<file path="src/rtl/bin_to_bcd_seq.sv">
// Sequential double-dabble binary-to-BCD converter: one input bit per cycle,
// start/busy/done handshake, sticky overflow and optional leading-zero blanking.
module bin_to_bcd_seq #(
  parameter int WIDTH  = 16,
  parameter int DIGITS = 5,
  parameter int LZB    = 0
) (
  input  logic                  clk,
  input  logic                  rst_n,
  input  logic                  start,
  input  logic [WIDTH-1:0]      bin,
  input  logic                  enable,
  output logic                  busy,
  output logic                  done,
  output logic                  ovf,
  output logic [4*DIGITS-1:0]   bcd
);

  localparam int CW = $clog2(WIDTH + 1);
  localparam logic [CW-1:0] LAST = CW'(WIDTH - 1);

  typedef enum logic {IDLE, SHIFT} state_t;

  state_t              state_q, state_d;
  logic [WIDTH-1:0]    shreg_q, shreg_d;
  logic [4*DIGITS-1:0] scr_q, scr_d;
  logic [4*DIGITS-1:0] res_q, res_d;
  logic [CW-1:0]       cnt_q, cnt_d;
  logic                sticky_q, sticky_d;
  logic                ovf_q, ovf_d;
  logic                done_q, done_d;

  logic [4*DIGITS-1:0] adj;
  logic [4*DIGITS-1:0] scr_sh;
  logic                sticky_sh;
  logic                seen;

  // Per-digit add-3 correction; 4-bit wrap is intended.
  for (genvar g = 0; g < DIGITS; g++) begin : g_adj
    assign adj[4*g +: 4] = (scr_q[4*g +: 4] >= 4'd5) ? scr_q[4*g +: 4] + 4'd3
                                                    : scr_q[4*g +: 4];
  end

  assign scr_sh    = {adj[4*DIGITS-2:0], shreg_q[WIDTH-1]};
  assign sticky_sh = sticky_q | adj[4*DIGITS-1];

  always_comb begin
    state_d  = state_q;
    shreg_d  = shreg_q;
    scr_d    = scr_q;
    res_d    = res_q;
    cnt_d    = cnt_q;
    sticky_d = sticky_q;
    ovf_d    = ovf_q;
    done_d   = 1'b0;
    case (state_q)
      IDLE: begin
        if (start) begin
          shreg_d  = bin;
          scr_d    = '0;
          sticky_d = 1'b0;
          cnt_d    = '0;
          state_d  = SHIFT;
        end
      end
      SHIFT: begin
        scr_d    = scr_sh;
        shreg_d  = shreg_q << 1;
        sticky_d = sticky_sh;
        cnt_d    = cnt_q + 1'b1;
        if (cnt_q == LAST) begin
          res_d   = scr_sh;
          ovf_d   = sticky_sh;
          done_d  = 1'b1;
          state_d = IDLE;
        end
      end
      default: state_d = IDLE;
    endcase
  end

  always_ff @(posedge clk or negedge rst_n) begin
    if (!rst_n) begin
      state_q  <= IDLE;
      shreg_q  <= '0;
      scr_q    <= '0;
      res_q    <= '0;
      cnt_q    <= '0;
      sticky_q <= 1'b0;
      ovf_q    <= 1'b0;
      done_q   <= 1'b0;
    end else begin
      state_q  <= state_d;
      shreg_q  <= shreg_d;
      scr_q    <= scr_d;
      res_q    <= res_d;
      cnt_q    <= cnt_d;
      sticky_q <= sticky_d;
      ovf_q    <= ovf_d;
      done_q   <= done_d;
    end
  end

  assign busy = (state_q == SHIFT);
  assign done = done_q;
  assign ovf  = ovf_q;

  // Blank from the top down until the first nonzero digit; units always shown.
  always_comb begin
    bcd  = res_q;
    seen = 1'b0;
    if (LZB != 0) begin
      for (int i = DIGITS - 1; i >= 1; i--) begin
        if (res_q[4*i +: 4] != 4'd0) seen = 1'b1;
        if (!seen) bcd[4*i +: 4] = 4'hF;
      end
    end
    if (!enable) bcd = '1;
  end

endmodule

</file>
<file path="config.mk">
export PLATFORM = sky130hd
export DESIGN_NAME = bin_to_bcd_seq
export DESIGN_NICKNAME = d
export VERILOG_FILES = /design/src/rtl/bin_to_bcd_seq.sv
export SDC_FILE = /design/constraint.sdc
export NUM_CORES = 1
export LEC_CHECK = 0
export ABC_AREA = 1
export CAP_MARGIN = 10
export CELL_PAD_IN_SITES_DETAIL_PLACEMENT = 0
export CELL_PAD_IN_SITES_GLOBAL_PLACEMENT = 1
export CORE_MARGIN = 2
export CORE_UTILIZATION = 46
export CTS_BUF_LIST = sky130_fd_sc_hd__clkbuf_8
export DETAILED_ROUTE_END_ITERATION = 10
export PLACE_DENSITY = 0.95
export REMOVE_ABC_BUFFERS = 1
export SYNTH_ARGS = -nofsm -noshare
export SYNTH_HDL_FRONTEND = slang
export SYNTH_SLANG_ARGS = --single-unit
</file>
<file path="constraint.sdc">
create_clock -name clk -period 2.5 [get_ports clk]
set_input_delay 0.375 -clock clk [delete_from_list [all_inputs] [get_ports clk]]
set_output_delay 0.375 -clock clk [all_outputs]
set_load 0.05 [all_outputs]
</file>
==> metrics.txt <==
EDFF count, synth 0; Fin Clk Skew roughly 0.0067 ns; combined area of all synthesized cells ~3300 um2; DRC marker count from the first detailed-route iteration about 120; initial standard-cell utilization of the core between 40% and 50%; critical path, cell by cell clkdlybuf4s50_1; detailed-route vias per instance approximately 5; Synth top area share between 40% and 50%; kind of end point of the critical path output pin; row count 30; Std-Cell Core Area 6830 um2; Die Width 88.3 um; Crit Path Class reg2out; Die Span Y just under 90 um; relative area change from synthesis to final layout 26.2%; commonest cells in the netlist 150 x nand2_1, 65 x dfrtp_1, 50 x inv_1; placed cell count about 530; largest incremental delay on the critical path approximately 0.8 ns; ratio of cells with drive above 1 in the final layout 11.4%; post_cts resized 0; I/O pin cnt 43; setup repair after global routing missed its margin false; post-synthesis cell type with the largest combined area dfrtp_1; DP HPWL between 4 and 5 mm; number of antenna violations at the first check in global routing 0; part of the Yosys area used for sequential elements about half; most numerous cell in the Yosys netlist nand2_1; clock buffer depth 2; Final GP Congestion roughly 0.85; GRT Util Overall between 10% and 20%; main area contributors after synthesis dfrtp_1 50%, nand2_1 17%, nand3_1 5.8%; final critical-path required period about 1.9 ns; hold slack 0.0271 ns; Post-CTS Hold Buffers 0; status finished clean; number of routed nets with antenna violations 0; worst-path fanout max 2; CTS tree built; total CTS buffers 9; number of failing setup endpoints in the final timing report 0; remaining global-route overflow 0; final routed DRC violation total 0; count of input and output buffers 42; pre-CTS setup slack 0.675 ns; number of warnings printed during yosys synthesis 0; DRT Wirelength 6.81 mm; total number of vias about 2700; routed len/inst roughly 13 um; CP startpoint kind flip-flop; total negative slack 0 ns; count of endpoints failing hold in the final timing report 0; vias in the first global route approximately 2600; largest voltage drop on the vdd net ~0.00057 V; Clock Pin Slew Worst Setup and Hold Paths around 0.070 ns; Synth async-reset ratio 100%; crit path DAT approximately 1.5 ns; number of clock sinks between 60 and 70; Worst Slack Setup Final 0.639 ns; core occupancy in the finished layout between 60% and 70%; Final nets between 400 and 500; Max Clock Freq between 500 and 600 MHz; P_leak 2.14 nW; measured slew at the worst slew-check pin around 0.56 ns; number of buffers inserted by post-CTS setup repair 0; Die Footprint 7800 um2; worst slew slack as a fraction of its limit between 60% and 70%; data required time of the critical path ~2.1 ns; top flip-flop cell by instance count after synthesis dfrtp_1; path type of the worst min-delay path in2async; first-pass GRT wire length 11.7 mm; Antenna Cells 0; pins over their slew limit 0; P per Cell Area ~1200 nW/um2; syn_area_per_cell 8.20 um2; detailed-routing iteration count for the pre-antenna-repair pass 4; family of cells with the greatest summed delay on the critical path buffers and inverters; Clock Root Buffer clkbuf_8; Critical-path top delay cell clkdlybuf4s50_1; CTS H-tree lvls 3; insertion delay of the later-clocked pin in the worst-skew pair 0.33 ns; total buffers and inverters traversed by the critical path 1; MaxCap Viol Count 0; final std cells w/o fill 543; period utilization 74.4%; synthesized flop and latch total 65; pin count of the biggest net entering global routing 44; count of different cell masters after synthesis 26; number of fillers in the final layout roughly 600; Mapped Cells 399
-- final cells by class --
class	instances	area [um2]	area share, %
inverters	54	205	4.97
flip-flops and latches	65	1630	39.4
clock inverters	6	51.3	1.24
well taps	96	120	2.91
multi-input cells	265	1320	32.1
repair buffers	47	663	16.1
clock buffers	10	138	3.33
-- final timing paths --
path,slack (ns),start,cells past startpoint,endpoint
worst max-delay path,0.64,ovf$_DFFE_PN0P_,1,ovf
worst min-delay path,0.03,rst_n,1,res_q[9]$_DFFE_PN0P_
worst max register to register,0.78,cnt_q[0]$_DFFE_PN0P_,8,res_q[18]$_DFFE_PN0P_
worst min register to register,0.48,res_q[4]$_DFFE_PN0P_,2,res_q[4]$_DFFE_PN0P_
max in group asynchronous,1.86,rst_n,2,res_q[7]$_DFFE_PN0P_
min in group clk,0.48,res_q[4]$_DFFE_PN0P_,2,res_q[4]$_DFFE_PN0P_
-- report_power, final --
group / leakage (nW) / switching (mW) / total, mW / internal (mW)
Clock: 0.110 / 0.378 / 0.851 / 0.474
Combinational: 1.21 / 1.48 / 2.44 / 0.957
Sequential: 0.820 / 0.314 / 1.81 / 1.50
-- routing by layer --
layer	global-route usage, %	wire (um)	up-vias
met5	0	0	-
met4	6.20	88	0
met3	3.92	216	8
met2	32.7	3260	48
met1	25.2	3240	1258
li1	-	-	1360
-- sequential cells by signal, summed over array words and instances (netlist names) --
name and flops:
scr_q 20, ovf 1, shreg_q 16, res_q 20, busy 1, done 1
cnt_q 5, sticky_q 1
-- cells in the final DEF, fill, tap and decap left out, drive strengths merged --
master,Yosys,routed
a21oi,2,2
a22o,1,1
a22oi,10,10
buf,13,27
bufinv,0,1
clkbuf,2,10
clkdlybuf4s50,0,20
clkinv,0,2
dfrtp,65,65
ha,12,12
inv,54,57
nand2,152,152
nand3,38,38
nand4,1,1
nor2,6,6
nor3,1,1
o211ai,6,6
o21ai,27,27
o221ai,2,2
o22ai,7,7
-- per-stage QoR --
stage / area (um2) / total power, mW
2_1_floorplan: 3160 / 3.41
4_1_cts: 4130 / 5.13
3_5_place_dp: 3940 / 4.26
3_3_place_gp: 3940 / 4.15
6_report: 4130 / 5.10
5_1_grt: 4130 / 5.53
-- cells by family after synthesis --
group / Yosys count / synth area share [%]
AO/OA/AOI/OAI: 55 / 10.8
AND/OR/NAND/NOR: 198 / 25.1
buffers and inverters: 69 / 9.83
flip-flops: 65 / 49.7
adder cells (fa/ha/maj): 12 / 4.59
Power figures use the tool's default switching activity.
